File: src/rtl/oled_str_writer_pkg.sv
`default_nettype none
// ============================================================================
//  Module      : oled_pkg
//  Description : Shared types and constants for the OLED sequencer blocks:
//                string-writer state encoding, OLED field widths and the
//                default byte-buffer geometry.
//  Revision    : 1.0 - initial release
// ============================================================================
package oled_pkg;

    localparam int OLED_POS_W  = 8;
    localparam int OLED_DATA_W = 8;

    localparam int OLED_DEPTH  = 16;
    localparam int OLED_AW     = 4;

    typedef enum logic [1:0] {
        IDLE  = 2'd0,
        ISSUE = 2'd1,
        WAIT  = 2'd2,
        FIN   = 2'd3
    } state_t;

endpackage
`default_nettype wire

File: src/rtl/oled_str_writer_if.sv
`default_nettype none
// ============================================================================
//  Module      : oled_str_writer_if
//  Description : Host-side buffer/command signals and the oled_disp_v2
//                handshake of the string writer, bundled into one interface.
//                slave  = string writer view, master = environment view.
//  Revision    : 1.0 - initial release
// ============================================================================
interface oled_str_writer_if
    import oled_pkg::*;
#(
    parameter int AW = OLED_AW
) ();

    // host side
    logic                    wr_en;
    logic [OLED_DATA_W-1:0]  wr_data;
    logic                    buf_full;
    logic [AW:0]             buf_cnt;
    logic                    go;
    logic [OLED_POS_W-1:0]   go_pos;
    logic                    busy;
    logic                    done;

    // oled_disp_v2 side
    logic                    disp_rdy;
    logic                    disp_start;
    logic [OLED_POS_W-1:0]   disp_pos;
    logic [OLED_DATA_W-1:0]  disp_data;
    logic                    disp_seqential;
    logic                    disp_done;

    modport slave (
        input  wr_en, wr_data, go, go_pos, disp_rdy, disp_done,
        output buf_full, buf_cnt, busy, done,
               disp_start, disp_pos, disp_data, disp_seqential
    );

    modport master (
        output wr_en, wr_data, go, go_pos, disp_rdy, disp_done,
        input  buf_full, buf_cnt, busy, done,
               disp_start, disp_pos, disp_data, disp_seqential
    );

endinterface
`default_nettype wire

File: src/rtl/oled_str_writer_byte_buf.sv
`default_nettype none
// ============================================================================
//  Module      : oled_byte_buf
//  Description : DEPTH x 8 append-only byte buffer. Writes land at index cnt
//                while not full; reads are combinational by index; clr empties
//                the buffer in one cycle. cnt and full are registered.
//  Revision    : 1.0 - initial release
// ============================================================================
module oled_byte_buf
    import oled_pkg::*;
#(
    parameter int DEPTH = OLED_DEPTH,
    parameter int AW    = OLED_AW
) (
    input  wire logic                   clk,
    input  wire logic                   rst,
    input  wire logic                   clr,
    input  wire logic                   wr_en,
    input  wire logic [OLED_DATA_W-1:0] wr_data,
    input  wire logic [AW-1:0]          rd_idx,
    output logic      [OLED_DATA_W-1:0] rd_data,
    output logic      [AW:0]            cnt,
    output logic                        full
);

    localparam logic [AW:0] c_depth = (AW+1)'(DEPTH);

    logic [OLED_DATA_W-1:0] r_mem [DEPTH];
    logic                   w_we;
    logic [AW:0]            w_cnt_inc;

    // a full buffer silently drops further appends
    assign w_we      = wr_en && !full;
    assign w_cnt_inc = cnt + {{AW{1'b0}}, 1'b1};
    assign rd_data   = r_mem[rd_idx];

    // storage array; contents are only meaningful below cnt, so no reset
    always_ff @(posedge clk) begin
        if (w_we) begin
            r_mem[cnt[AW-1:0]] <= wr_data;
        end
    end

    // fill level and registered full flag
    always_ff @(posedge clk) begin
        if (rst || clr) begin
            cnt  <= '0;
            full <= 1'b0;
        end else if (w_we) begin
            cnt  <= w_cnt_inc;
            full <= (w_cnt_inc == c_depth);
        end
    end

endmodule
`default_nettype wire

File: src/rtl/oled_str_writer.sv
`default_nettype none
// ============================================================================
//  Module      : oled_str_writer
//  Description : Streams a buffered byte string to one oled_disp_v2. The first
//                byte is a positioned write, every later byte a sequential
//                write; the rdy/start/done handshake is run per byte.
//  Revision    : 1.0 - initial release
// ============================================================================
module oled_str_writer
    import oled_pkg::*;
#(
    parameter int DEPTH = OLED_DEPTH,
    parameter int AW    = OLED_AW
) (
    input  wire logic         clk,
    input  wire logic         rst,
    oled_str_writer_if.slave  bus
);

    state_t                 r_state;
    logic [AW-1:0]          r_idx;
    logic [OLED_POS_W-1:0]  r_pos;

    logic                   w_wr_en;
    logic                   w_clr;
    logic [OLED_DATA_W-1:0] w_rd_data;
    logic [AW:0]            w_idx_inc;

    // appends only while idle; a go in the same cycle wins over the write
    assign w_wr_en   = bus.wr_en && (r_state == IDLE) && !bus.go;
    // the buffer empties on the same edge that raises done
    assign w_clr     = (r_state == FIN);
    // extra bit so a full DEPTH-byte string compares against cnt without wrap
    assign w_idx_inc = {1'b0, r_idx} + {{AW{1'b0}}, 1'b1};

    oled_byte_buf #(
        .DEPTH (DEPTH),
        .AW    (AW)
    ) u_buf (
        .clk     (clk),
        .rst     (rst),
        .clr     (w_clr),
        .wr_en   (w_wr_en),
        .wr_data (bus.wr_data),
        .rd_idx  (r_idx),
        .rd_data (w_rd_data),
        .cnt     (bus.buf_cnt),
        .full    (bus.buf_full)
    );

    // transfer sequencer with registered handshake and status outputs
    always_ff @(posedge clk) begin
        if (rst) begin
            r_state            <= IDLE;
            r_idx              <= '0;
            r_pos              <= '0;
            bus.busy           <= 1'b0;
            bus.done           <= 1'b0;
            bus.disp_start     <= 1'b0;
            bus.disp_pos       <= '0;
            bus.disp_data      <= '0;
            bus.disp_seqential <= 1'b0;
        end else begin
            bus.disp_start <= 1'b0;
            bus.done       <= 1'b0;
            case (r_state)
                IDLE: begin
                    if (bus.go) begin
                        if (bus.buf_cnt != '0) begin
                            r_pos    <= bus.go_pos;
                            r_idx    <= '0;
                            bus.busy <= 1'b1;
                            r_state  <= ISSUE;
                        end else begin
                            r_state  <= FIN;
                        end
                    end
                end
                ISSUE: begin
                    if (bus.disp_rdy) begin
                        bus.disp_start     <= 1'b1;
                        bus.disp_pos       <= r_pos;
                        bus.disp_data      <= w_rd_data;
                        bus.disp_seqential <= (r_idx != '0);
                        r_state            <= WAIT;
                    end
                end
                WAIT: begin
                    if (bus.disp_done) begin
                        if (w_idx_inc == bus.buf_cnt) begin
                            r_state <= FIN;
                        end else begin
                            r_idx   <= w_idx_inc[AW-1:0];
                            r_state <= ISSUE;
                        end
                    end
                end
                FIN: begin
                    bus.done <= 1'b1;
                    bus.busy <= 1'b0;
                    r_state  <= IDLE;
                end
                default: r_state <= IDLE;
            endcase
        end
    end

endmodule
`default_nettype wire

File: src/flat_wrapper.sv
// flat-port wrapper written by rule: the top's interface ports become plain ports
module oled_str_writer_flat import oled_pkg::*;
#(
    parameter int DEPTH = OLED_DEPTH,
    parameter int AW    = OLED_AW
)
  (clk, rst, bus_wr_en, bus_wr_data, bus_go, bus_go_pos, bus_disp_rdy, bus_disp_done, bus_buf_full, bus_buf_cnt, bus_busy, bus_done, bus_disp_start, bus_disp_pos, bus_disp_data, bus_disp_seqential);
  oled_str_writer_if #(.AW(AW)) bus_i ();
  input  wire logic clk;
  input  wire logic rst;
  input wire logic [$bits(bus_i.wr_en)-1:0] bus_wr_en;
  input wire logic [$bits(bus_i.wr_data)-1:0] bus_wr_data;
  input wire logic [$bits(bus_i.go)-1:0] bus_go;
  input wire logic [$bits(bus_i.go_pos)-1:0] bus_go_pos;
  input wire logic [$bits(bus_i.disp_rdy)-1:0] bus_disp_rdy;
  input wire logic [$bits(bus_i.disp_done)-1:0] bus_disp_done;
  output wire logic [$bits(bus_i.buf_full)-1:0] bus_buf_full;
  output wire logic [$bits(bus_i.buf_cnt)-1:0] bus_buf_cnt;
  output wire logic [$bits(bus_i.busy)-1:0] bus_busy;
  output wire logic [$bits(bus_i.done)-1:0] bus_done;
  output wire logic [$bits(bus_i.disp_start)-1:0] bus_disp_start;
  output wire logic [$bits(bus_i.disp_pos)-1:0] bus_disp_pos;
  output wire logic [$bits(bus_i.disp_data)-1:0] bus_disp_data;
  output wire logic [$bits(bus_i.disp_seqential)-1:0] bus_disp_seqential;
  assign bus_i.wr_en = bus_wr_en;
  assign bus_i.wr_data = bus_wr_data;
  assign bus_i.go = bus_go;
  assign bus_i.go_pos = bus_go_pos;
  assign bus_i.disp_rdy = bus_disp_rdy;
  assign bus_i.disp_done = bus_disp_done;
  assign bus_buf_full = bus_i.buf_full;
  assign bus_buf_cnt = bus_i.buf_cnt;
  assign bus_busy = bus_i.busy;
  assign bus_done = bus_i.done;
  assign bus_disp_start = bus_i.disp_start;
  assign bus_disp_pos = bus_i.disp_pos;
  assign bus_disp_data = bus_i.disp_data;
  assign bus_disp_seqential = bus_i.disp_seqential;
  oled_str_writer #(.DEPTH(DEPTH), .AW(AW)) u_core (.clk(clk), .rst(rst), .bus(bus_i));
endmodule
File: config.mk
export PLATFORM = sky130hd
export DESIGN_NAME = oled_str_writer_flat
export DESIGN_NICKNAME = d
export VERILOG_FILES = /design/src/rtl/oled_str_writer_pkg.sv /design/src/rtl/oled_str_writer_if.sv /design/src/rtl/oled_str_writer_byte_buf.sv /design/src/rtl/oled_str_writer.sv /design/src/flat_wrapper.sv
export SDC_FILE = /design/constraint.sdc
export NUM_CORES = 1
export LEC_CHECK = 0
export CORE_AREA = 2 2 114 116
export CTS_CLUSTER_SIZE = 14
export DETAILED_ROUTE_END_ITERATION = 16
export DIE_AREA = 0 0 116 118
export PLACE_DENSITY = 0.84
export SYNTH_ARGS = -nofsm -noshare
export SYNTH_HDL_FRONTEND = slang
export SYNTH_SLANG_ARGS = --single-unit
File: constraint.sdc
create_clock -name clk -period 3 [get_ports clk]
set_clock_uncertainty 0.15 [all_clocks]
set_input_delay 0.45 -clock clk [delete_from_list [all_inputs] [get_ports clk]]
set_output_delay 0.45 -clock clk [all_outputs]
set_load 0.02 [all_outputs]
Yosys cells after proc, flatten, opt, wreduce, memory -nomap -nowiden
Memory sizes are Yosys's and may differ from the RTL's. A register that Yosys moved wholly into a read port is not among the register bits.
Cells that the tools add are included.
{ "word_totals": {"regBits": 32, "latchBits": 0, "ram_bits": 128, "romBits": 0, "inputBits": 22, "output_inout_bits": 26, "elab_cells": 59, "mem_count": 1} }
{ "classes": {"n_addsub": 2, "mul": 0, "div_mod_pow": 0, "order_cmp": 0, "eq_ne": 10, "n_shift": 0, "mux": 18, "bitwise": 1, "n_reduce_logical": 17} }
{ "mem_list": {"columns": ["name", "depth", "word_bits", "read_ports", "rd_clocked_by_memory_dff", "wr", "line_no", "rtl"], "rows": [
  ["u_core.u_buf.r_mem", 16, 8, 1, 1, 1, "oled_str_writer_byte_buf.sv:28", "logic [OLED_DATA_W-1:0] r_mem [DEPTH];"]
]} }
{ "op_table": {"columns": ["operator", "count"], "rows": [
  ["$mux 4", 4],
  ["$mux 2", 5],
  ["$ne 2x2->1 const B", 5],
  ["$reduce_and 3->1", 3],
  ["$pmux 2 s4", 1],
  ["$pmux 4 s2", 1],
  ["$mux 1", 6],
  ["$add 4x1->5 const B", 1],
  ["$add 5x1->5 const B", 1],
  ["$eq 5x5->1", 1],
  ["$eq 5x5->1 const B", 1],
  ["$reduce_and 5->1", 1],
  ["$reduce_bool 5->1", 1],
  ["$eq 2x2->1 const B", 2],
  ["$reduce_bool 2->1", 2],
  ["$reduce_bool 4->1", 1],
  ["$logic_and 1x1->1", 3],
  ["$eq 2x1->1 const B", 1],
  ["$logic_not 1->1", 2],
  ["$logic_not 2->1", 1],
  ["$pmux 1 s2", 1],
  ["$reduce_and 2->1", 1],
  ["$reduce_or 2->1", 1],
  ["$logic_or 1x1->1", 1],
  ["$not 1->1", 1]
]} }

Longest topological paths before layout
Gate-level depths: netlist (run 1).
{ "logic_depth": {"ltp_word": 6, "ltp_mapped": 8, "depth_no_buf": 7} }

Modules after synthesis
Synthesis (run 1) repeated with hierarchy kept, for this count alone.
{ "unflattened": {"hier_cells": 432, "area_unflattened_um2": 6819.0} }
{ "modules_own_cells": {"columns": ["mod", "instances", "cells_per_inst", "area_each_um2", "seq_area_each_um2"], "rows": [
  ["oled_byte_buf", 1, 263, 5331.4, 3963.8],
  ["oled_str_writer", 1, 169, 1487.7, 680.7]
]} }

Worst setup path after synthesis (run 1)
No wires, ideal clock.
{ "synth_timing": {"path_kind": "register -> register", "startpoint": "register u_core.r_idx[1]", "endpoint": "register u_core.r_state[1]", "setup_time_ns": 0.086, "arrival_time_ns": 2.083, "required_ns": 2.764, "slack_ns": 0.680, "path_stages_with_launch": 9, "n_path_buf": 2, "period_less_slack_ns": 2.320, "cell_sequence": "dfxtp_1 > buf_2 > buf_1 > inv_1 > ha_1 > xor2_1 > a2111oi_4 > nand2_1 > a221oi_2"} }
{ "synth_via": {"elab_chain_len": 5} }
{ "synth_rtl": {"columns": ["element", "line_no", "rtl"], "rows": [
  ["start, declared", "oled_str_writer.sv:21", "logic [AW-1:0] r_idx;"],
  ["start signal, assigned", "oled_str_writer.sv:93", "r_idx <= w_idx_inc[AW-1:0];"],
  ["$add 4x1->5", "oled_str_writer.sv:34", "assign w_idx_inc = {1'b0, r_idx} + {{AW{1'b0}}, 1'b1};"],
  ["$eq 5x5->1", "oled_str_writer.sv:90", "if (w_idx_inc == bus.buf_cnt) begin"],
  ["$mux 2", "oled_str_writer.sv:90", null],
  ["$mux 2", "oled_str_writer.sv:89", "if (bus.disp_done) begin"],
  ["$pmux 2 s4", "oled_str_writer.sv:66", "case (r_state)"],
  ["end signal, assigned", "oled_str_writer.sv:73", "r_state <= ISSUE;"],
  ["end signal, assigned", "oled_str_writer.sv:91", "r_state <= FIN;"],
  ["end signal, assigned", "oled_str_writer.sv:94", "r_state <= ISSUE;"],
  ["end, declared", "oled_str_writer.sv:20", "state_t r_state;"]
]} }
Every way passes these cells. The select of a mux whose other input is x is not followed.
A chain may end at the register's enable or synchronous reset.

Worst setup path in the final report (run 1)
{ "layout_timing": {"startpoint": "register u_core.u_buf.cnt[2]", "endpoint": "output port bus_buf_cnt[2]"} }
{ "layout_rtl": {"columns": ["element", "line_no", "rtl"], "rows": [
  ["start, declared", "oled_str_writer_byte_buf.sv:22", "output logic [AW:0] cnt,"],
  ["start signal, assigned", "oled_str_writer_byte_buf.sv:50", "cnt <= w_cnt_inc;"],
  ["end, declared", "flat_wrapper.sv:18", "output wire logic [$bits(bus_i.buf_cnt)-1:0] bus_buf_cnt;"]
]} }
No word-level cell between the ends.

==> flow_metrics.tcl, run 1 <==
set metrics [dict create \
    run_status "finished, final reports clean" \
    crit_buf_inv 1 \
    worst_slack_on_hold_paths_ns 0.3061 \
    placedInstanceArea_mm2 0.007467 \
    crit_slowest_cell "sky130_fd_sc_hd__dfxtp_1" \
    slew_at_the_pin_with_the_worst_max_slew_slack_ns 0.7627 \
    number_of_enable_flip_flop_cells_after_synthesis 128 \
    r2r.worst_path.cells 8 \
    post_cts.repair.setup_buffers 0 \
    number_of_antenna_cells_inserted 0 \
    worst-endpoint-required_ns 2.40 \
    groute.usage.overall 0.2262 \
    grt_start_max_net_pins 33 \
    finalHoldViolCount 0 \
    clock_insertion_delay_worst_skew_ns 0.43 \
    cts_buffers 17 \
    synth.yosys.seq_area_share 0.6895 \
    synthFlopType "sky130_fd_sc_hd__edfxtp_1" \
    hold_path.class "reg2reg" \
    reg2reg_slack_ns 0.61 \
    r2r_start "u_core.u_buf.cnt[0]" \
    power.sequential.fraction 0.516 \
    hpwl_um 9191 \
    report.final.slew_viol_count 0 \
    cts-root-to-sink-buffers 2 \
    grt_pass1_wl_um 22400 \
    final.setup.tns_ns 0 \
    irDropWorstVdd_uv 503.1 \
    place_congestion 0.9422 \
    synthesis.yosys.warnings 0 \
    vias_in_the_first_global_route 4047 \
    ys_ff_latch 168 \
    drt.antenna.violating_nets 0 \
    final_nets 519 \
    final_worst_path_period_share 0.8403 \
    switching_share 0.2299 \
    post_drt_wl_per_cell_um 21.31 \
    power.combinational.fraction 0.067 \
    vias_per_cell 5.967 \
    p_clk_frac 0.416 \
    grt-busiest-layer "met2" \
    buffer_ports.inserted 47 \
    worst_path_dominant_cell_family "flip-flops" \
    cp-startpoint "u_core.u_buf.cnt[2]" \
    routed_wirelength_um 14390 \
    finalSetupViolCount 0 \
    htreeDepth 4 \
    setup.worst_path.end_class "output pin" \
    detailedRoute.firstIterationViolations 489 \
    clk_pin_slew_worst_paths_ns 0.06 \
    pin_count 48 \
    grt_use_met1 0.3042 \
    ctsResizeCount 0 \
    post_synth_inst_count 426 \
    power.leakage_nw 2.642 \
    cellPowerDensity_mw_per_mm2 620.0 \
    crit_path_start_kind "register" \
    synth_fp_nets 455 \
    async_flop_share 0 \
    synth.cell_area_mm2 0.006736 \
    drt_pass1_iterations 5 \
    worst-endpoint-arrival_ns 1.92 \
    int_power_w 0.003836 \
    most_common_library_cell_in_the_layout_ignoring_fill_and_taps "sky130_fd_sc_hd__edfxtp_1" \
    finalInstanceArea_mm2 0.008033 \
    groute.layer.met3.usage 0.06385 \
    finalWorstSetupSlack_ns 0.4791 \
    area_delta_synth_final_pct 19.24 \
    postCtsHoldBufs 0 \
    grt-ovfl-total 0 \
    post_synth.cell_area_avg_um2 15.81 \
    drive_gt1_frac 0.1948 \
    max_cap_viol_count 0 \
    cts_tree "done" \
    cts_sinks 168 \
    power.net_switching_w 0.001145 \
    timing.critical_path.cells "clkdlybuf4s50_1" \
    start_util 0.5426 \
    min_path_cells 2 \
    holdCritStartpoint "u_core.r_pos[1]" \
    place_ws_ns 0.4730 \
    worst_r2r_endpoint "u_core.r_idx[2]" \
    slew_headroom 0.4899 \
    placementRows 41 \
    die_area_mm2 0.01369 \
    layout.cells.most_common_list "sky130_fd_sc_hd__edfxtp_1 (128), sky130_fd_sc_hd__clkdlybuf4s50_1 (47), sky130_fd_sc_hd__nor2_1 (40)" \
    core_area_mm2 0.01241 \
    worst_setup_path_type "reg2out" \
    path_max_fanout 17 \
    routed-via-count 4028 \
    maxClockFrequency_ghz 0.3967 \
    die_height_um 118 \
    clock-root-buffer "sky130_fd_sc_hd__clkbuf_16" \
    chipWidth_um 116 \
    synth_cell_type_count 50 \
    met2_usage 0.3509 \
    drc 0 \
    grt_setup_unrepaired "no" \
    initial_antenna_violation_count 0 \
    period_needed_ns 2.521 \
    cpPeakStageDelay_ns 0.76 \
    worst_hold_path.endpoint "u_core.bus.disp_pos[1]" \
]
==> synthesized netlist by cell type (2+ instances only) <==
cell | number | area (um^2)
sky130_fd_sc_hd__edfxtp_1 | 128 | 3844
sky130_fd_sc_hd__dfxtp_1 | 40 | 800.8
sky130_fd_sc_hd__nor2_1 | 40 | 150.1
sky130_fd_sc_hd__mux4_2 | 32 | 720.7
sky130_fd_sc_hd__a21oi_1 | 29 | 145.1
sky130_fd_sc_hd__nand2_1 | 27 | 101.4
sky130_fd_sc_hd__a22oi_1 | 16 | 120.1
sky130_fd_sc_hd__clkbuf_1 | 12 | 45.04
sky130_fd_sc_hd__mux2i_1 | 11 | 110.1
sky130_fd_sc_hd__inv_1 | 8 | 30.03
sky130_fd_sc_hd__ha_1 | 7 | 87.58
sky130_fd_sc_hd__nor3_1 | 7 | 35.03
sky130_fd_sc_hd__nand3_1 | 6 | 30.03
sky130_fd_sc_hd__buf_2 | 4 | 20.02
sky130_fd_sc_hd__buf_4 | 4 | 30.03
sky130_fd_sc_hd__nor2b_1 | 4 | 25.02
sky130_fd_sc_hd__xnor2_1 | 4 | 35.03
sky130_fd_sc_hd__xor2_1 | 4 | 35.03
sky130_fd_sc_hd__a32oi_1 | 3 | 26.28
sky130_fd_sc_hd__buf_1 | 3 | 11.26
sky130_fd_sc_hd__nand2b_1 | 3 | 18.77
sky130_fd_sc_hd__a211oi_1 | 2 | 15.01
sky130_fd_sc_hd__buf_6 | 2 | 22.52
sky130_fd_sc_hd__inv_2 | 2 | 7.510
sky130_fd_sc_hd__nand4_1 | 2 | 12.51
sky130_fd_sc_hd__o21ai_1 | 2 | 10.01
==> worst max path at each step <==
stage / slack [ns] / endpoint / cells after the start
2_1_floorplan: 0.68 / u_core.r_state[1] / 8
3_3_place_gp: 0.54 / u_core.u_buf.r_mem[2][2] / 6
3_5_place_dp: 0.47 / u_core.u_buf.r_mem[2][5] / 6
4_1_cts: 0.48 / bus_buf_cnt[2] / 1
5_1_grt: 0.41 / bus_buf_cnt[2] / 1
6_report: 0.48 / bus_buf_cnt[2] / 1
==> cell families after synthesis <==
group / count (synthesis) / synth area share
flip-flops: 168 / 0.6895
AND/OR/NAND/NOR: 98 / 0.06724
AO/OA/AOI/OAI: 66 / 0.06947
multiplexers: 43 / 0.1233
buffers and inverters: 35 / 0.02470
XOR/XNOR: 9 / 0.01282
adder cells (fa/ha/maj): 7 / 0.01300
==> flip-flops by register name, summed over array words and instances (netlist names) <==
name	flops
u_core.u_buf.r_mem	128
u_core.bus.disp_data	8
u_core.bus.disp_pos	8
u_core.r_pos	8
u_core.u_buf.cnt	5
u_core.r_idx	4
u_core.r_state	2
u_core.bus.busy	1
u_core.bus.disp_seqential	1
u_core.bus.disp_start	1
u_core.bus.done	1
u_core.u_buf.full	1
==> power by group through the flow <==
stage | Combinational, W | Sequential, W | Clock [W]
after floorplan | 0.000186 | 0.00262 | 0
after global placement | 0.000320 | 0.00262 | 0
after detailed placement | 0.000330 | 0.00262 | 0
after CTS | 0.000335 | 0.00257 | 0.00209
after global routing | 0.000362 | 0.00258 | 0.00218
final | 0.000335 | 0.00257 | 0.00207
==> final cells by class <==
class,count,area (um^2)
fill,836,4382
multi-input combinational,223,1926
tap,172,215.2
sequential,168,4646
clock inverter,15,140.1
clock buffer,17,425.4
timing repair buffer,70,643.1
inverter,10,37.54
==> per-stage QoR <==
stage,instances,utilization,power [W]
after floorplan,426,-,0.002810
after global placement,643,0.6015,0.002938
after detailed placement,643,0.6015,0.002950
after CTS,675,0.6470,0.004997
after global routing,675,0.6470,0.005115
final,675,0.6470,0.004980
==> layer usage <==
metal / vias to the layer above / part of all wire / wire (um)
li1: 1771 / - / -
met1: 2012 / 0.41 / 5892
met2: 212 / 0.49 / 7038
met3: 33 / 0.074 / 1067
met4: 0 / 0.027 / 389
met5: - / 0 / 0
Power figures use the tool's default switching activity.
==> run 2, diff against run 1 <==
- clock period: 3 -> 2.35 ns (I/O delays scaled with it)
==> flow_metrics.tcl, run 2 (synthesized netlist as in run 1, its figures left out) <==
set metrics [dict create \
    run_status "finished, final reports clean" \
    worst_hold_path.endpoint "u_core.bus.disp_pos[4]" \
    max_cap_viol_count 0 \
    htreeDepth 4 \
    postCtsHoldBufs 0 \
    placedInstanceArea_mm2 0.007555 \
    r2r_start "u_core.r_idx[0]" \
    irDropWorstVdd_uv 550.0 \
    placementRows 41 \
    reg2reg_slack_ns 0.15 \
    chipWidth_um 116 \
    finalInstanceArea_mm2 0.008155 \
    area_delta_synth_final_pct 21.06 \
    cts_sinks 168 \
    hpwl_um 9356 \
    clk_pin_slew_worst_paths_ns 0.06 \
    cts_buffers 17 \
    post_cts.repair.setup_buffers 0 \
    most_common_library_cell_in_the_layout_ignoring_fill_and_taps "sky130_fd_sc_hd__edfxtp_1" \
    start_util 0.5426 \
    core_area_mm2 0.01241 \
    pin_count 48 \
    period_needed_ns 2.200 \
    met3_wirelength_um 1271 \
    cts-root-to-sink-buffers 2 \
    setup.worst_path.end_class "register" \
    grt_start_max_net_pins 33 \
    holdCritStartpoint "u_core.bus.disp_pos[4]" \
    clock_insertion_delay_worst_skew_ns 0.44 \
    layout.cells.most_common_list "sky130_fd_sc_hd__edfxtp_1 (128), sky130_fd_sc_hd__clkdlybuf4s50_1 (47), sky130_fd_sc_hd__nor2_1 (40)" \
    grt_setup_unrepaired "no" \
    path_max_fanout 12 \
    crit_path_start_kind "register" \
    vias_per_cell 5.984 \
    groute.usage.overall 0.2360 \
    routed_wirelength_um 15000 \
    worst_slack_on_hold_paths_ns 0.3025 \
    final.setup.tns_ns 0 \
    post_drt_wl_per_cell_um 21.89 \
    drt_pass1_iterations 5 \
    r2r.worst_path.cells 6 \
    drt.antenna.violating_nets 0 \
    num-fill-cells 820 \
    grt-ovfl-total 0 \
    worst_setup_path_type "reg2reg" \
    worst-endpoint-required_ns 2.52 \
    met2_wirelength_um 7303 \
    met1_length_um 5946 \
    final_nets 529 \
    drive_gt1_frac 0.2086 \
    worst_r2r_endpoint "u_core.bus.disp_data[1]" \
    report.final.slew_viol_count 0 \
    maxClockFrequency_ghz 0.4545 \
    buffer_ports.inserted 47 \
    vias_in_the_first_global_route 4075 \
    drc 0 \
    highest_layer "met4" \
    power.leakage_nw 2.711 \
    hold_path.class "reg2reg" \
    ctsResizeCount 0 \
    largest_register_ff_count 128 \
    initial_antenna_violation_count 0 \
    number_of_antenna_cells_inserted 0 \
    routed-via-count 4099 \
    min_path_cells 2 \
    die_area_mm2 0.01369 \
    finalSetupViolCount 0 \
    clock-root-buffer "sky130_fd_sc_hd__clkbuf_16" \
    finalHoldViolCount 0 \
    cts_tree "done" \
    detailedRoute.firstIterationViolations 433 \
    place_congestion 0.8754 \
    cellPowerDensity_mw_per_mm2 803.4 \
    grt_pass1_wl_um 23180 \
    slew_headroom 0.5009 \
    final_worst_path_period_share 0.9362 \
    worst-endpoint-arrival_ns 2.37 \
    slew_at_the_pin_with_the_worst_max_slew_slack_ns 0.7463 \
    die_height_um 118 \
]
[run 2: cell count changes in the layout (fill, tap and decap cells not counted)]
cell,before,now
sky130_fd_sc_hd__clkinv_4,4,3
sky130_fd_sc_hd__inv_8,1,0
sky130_fd_sc_hd__clkbuf_1,0,1
sky130_fd_sc_hd__inv_6,5,4
sky130_fd_sc_hd__buf_4,23,32
sky130_fd_sc_hd__bufinv_16,1,3
sky130_fd_sc_hd__buf_12,0,1
[run 2: worst max-delay path by stage]
stage,from,endpoint,slack (ns),cells after the start
4_1_cts,u_core.r_idx[0],u_core.r_idx[3],0.14,6
5_1_grt,u_core.r_idx[0],u_core.r_idx[3],0.05,6
2_1_floorplan,u_core.r_idx[1],u_core.r_state[1],0.03,8
3_5_place_dp,bus_go,u_core.u_buf.r_mem[3][7],0.04,6
3_3_place_gp,bus_go,u_core.u_buf.r_mem[2][0],0.04,6
6_report,u_core.r_idx[0],u_core.bus.disp_data[1],0.15,6
[run 2: worst max-delay path, stage by stage, from the launching register on]
cell,delay (ns)
sky130_fd_sc_hd__dfxtp_2,0.45
sky130_fd_sc_hd__buf_4,0.30
sky130_fd_sc_hd__mux4_2,0.54
sky130_fd_sc_hd__a22oi_1,0.29
sky130_fd_sc_hd__a21oi_1,0.16
sky130_fd_sc_hd__a21oi_1,0.14
sky130_fd_sc_hd__nor2_1,0.05
[run 2: routing by layer]
layer,vias to the layer above,track usage
li1,1788,-
met1,2041,0.3076
met2,231,0.3633
met3,39,0.08136
met4,0,0.09747
met5,-,0
[run 2: layout make-up]
cell class,instances,area [um^2],area share
flip-flops and latches,168,4646,0.5697
clock inverters,14,171.4,0.02102
multi-input cells,223,1926,0.2361
well taps,172,215.2,0.02639
clock buffers,18,429.2,0.05262
inverters,10,37.54,0.004603
repair buffers,80,730.7,0.08960
[run 2: power breakdown]
| part | total, W | internal, W | switching (W) | leakage, nW |
|---|---|---|---|---|
| sequential | 0.00328 | 0.00324 | 0.0000407 | 1.48 |
| clock | 0.00282 | 0.00168 | 0.00115 | 0.291 |
| combinational | 0.000450 | 0.000192 | 0.000258 | 0.944 |
[run 2: stage by stage]
stage / utilization / power (W) / setup WS, ns / std cells
global placement: 0.6085 / 0.003762 / 0.03952 / 653
floorplan: - / 0.003587 / 0.03026 / 426
global route: 0.6569 / 0.006734 / 0.05373 / 685
detailed placement: 0.6085 / 0.003777 / 0.03972 / 653
finish: 0.6569 / 0.006552 / 0.1500 / 685
CTS: 0.6569 / 0.006574 / 0.1413 / 685
==> run 3, diff against run 2 <==
- SLEW_MARGIN: default -> 0
- clock period: 2.35 -> 2.4 ns (I/O delays scaled with it)
==> flow_metrics.tcl, run 3 (synthesized netlist as in run 1, its figures left out) <==
set metrics [dict create \
    run_status "finished, final reports clean" \
    slew_headroom 0.4457 \
    final.setup.tns_ns 0 \
    crit_path_start_kind "register" \
    path_max_fanout 6 \
    most_common_library_cell_in_the_layout_ignoring_fill_and_taps "sky130_fd_sc_hd__edfxtp_1" \
    largest_register_ff_count 128 \
    maxClockFrequency_ghz 0.4431 \
    grt_start_max_net_pins 33 \
    drc 0 \
    place_congestion 0.8835 \
    chipWidth_um 116 \
    max_cap_viol_count 0 \
    post-route-util 0.6554 \
    grt_setup_unrepaired "no" \
    cts_buffers 17 \
    vias_per_cell 5.930 \
    number_of_antenna_cells_inserted 0 \
    clock_insertion_delay_worst_skew_ns 0.43 \
    power.leakage_nw 2.697 \
    drt.antenna.violating_nets 0 \
    post-layout-total-power_w 0.006347 \
    post_drt_wl_per_cell_um 22.52 \
    postCtsHoldBufs 0 \
    clock-root-buffer "sky130_fd_sc_hd__clkbuf_16" \
    grt_pass1_wl_um 23570 \
    detailedRoute.firstIterationViolations 393 \
    die_height_um 118 \
    irDropWorstVdd_uv 516.7 \
    finalInstanceArea_mm2 0.008137 \
    die_area_mm2 0.01369 \
    slew_at_the_pin_with_the_worst_max_slew_slack_ns 0.8297 \
    grt-ovfl-total 0 \
    cellPowerDensity_mw_per_mm2 780.0 \
    clk_pin_slew_worst_paths_ns 0.06 \
    worst_setup_path_type "reg2reg" \
    core_area_mm2 0.01241 \
    pin_count 48 \
    layout.cells.most_common_list "sky130_fd_sc_hd__edfxtp_1 (128), sky130_fd_sc_hd__clkdlybuf4s50_1 (47), sky130_fd_sc_hd__nor2_1 (40)" \
    area_delta_synth_final_pct 20.78 \
    initial_antenna_violation_count 0 \
    buffer_ports.inserted 47 \
    post_cts.repair.setup_buffers 0 \
    drt_pass1_iterations 5 \
    period_needed_ns 2.257 \
    groute.usage.overall 0.2401 \
    finalWorstSetupSlack_ns 0.1431 \
    cts_sinks 168 \
    routed_wirelength_um 15380 \
    routed-via-count 4050 \
    final_nets 529 \
    finalHoldViolCount 0 \
    finalSetupViolCount 0 \
    ctsResizeCount 0 \
    worst-endpoint-required_ns 2.56 \
    hold_path.class "reg2reg" \
    setup.worst_path.end_class "register" \
    hpwl_um 9490 \
    worst-endpoint-arrival_ns 2.42 \
    final_worst_path_period_share 0.9404 \
    place_ws_ns 0.06111 \
    placedInstanceArea_mm2 0.007555 \
    vias_in_the_first_global_route 4093 \
    start_util 0.5426 \
    cts_tree "done" \
    report.final.slew_viol_count 0 \
    htreeDepth 4 \
    cts-root-to-sink-buffers 2 \
    drive_gt1_frac 0.2055 \
    placementRows 41 \
]
run 3: cell types whose count changed in the layout (fill, tap and decap cells not counted):
cell / before / now
sky130_fd_sc_hd__clkinv_4: 3 / 2
sky130_fd_sc_hd__clkinvlp_4: 1 / 2
sky130_fd_sc_hd__inv_6: 4 / 2
run 3: cell type report:
type / count / area, um^2
flip-flops and latches: 168 / 4646
well taps: 172 / 215.2
fillers: 832 / 4278
repair buffers: 80 / 730.7
clock inverters: 12 / 152.6
inverters: 10 / 37.54
multi-input cells: 223 / 1926
clock buffers: 18 / 429.2
run 3: layer usage:
layer  up-vias  track usage  routed length [um]  share of wire
met2       241       0.3754                7635           0.50
met1      1982       0.3168                5983           0.39
met4         0      0.09970                 433          0.028
met3        35      0.06849                1326          0.086
met5         -            0                   0              0
li1       1792            -                   -              -
run 3: power breakdown:
| part | internal, W | switching [W] | total [W] |
|---|---|---|---|
| sequential | 0.00317 | 0.0000390 | 0.00321 |
| combinational | 0.000189 | 0.000259 | 0.000447 |
| clock | 0.00162 | 0.00107 | 0.00269 |
run 3: critical path, stage by stage, from the launching register on:
cell and delay [ns]:
sky130_fd_sc_hd__dfxtp_2 0.43, sky130_fd_sc_hd__inv_1 0.11, sky130_fd_sc_hd__ha_1 0.37, sky130_fd_sc_hd__xor2_1 0.19, sky130_fd_sc_hd__a2111oi_4 0.45, sky130_fd_sc_hd__nand2_1 0.18
sky130_fd_sc_hd__o311ai_1 0.28
run 3: worst paths after layout:
check | startpoint | endpoint | depth (start not counted) | slack, ns
max reg2reg | u_core.r_idx[0] | u_core.r_idx[3] | 6 | 0.14
min reg2reg | u_core.r_pos[4] | u_core.bus.disp_pos[4] | 2 | 0.30
min | u_core.r_pos[4] | u_core.bus.disp_pos[4] | 2 | 0.30
max | u_core.r_idx[0] | u_core.r_idx[3] | 6 | 0.14
run 3: through the flow:
stage               cells  hold WS, ns
floorplan             426       0.2816
global placement      653       0.2858
detailed placement    653       0.2984
CTS                   683       0.3063
global route          683       0.3223
finish                683       0.3029
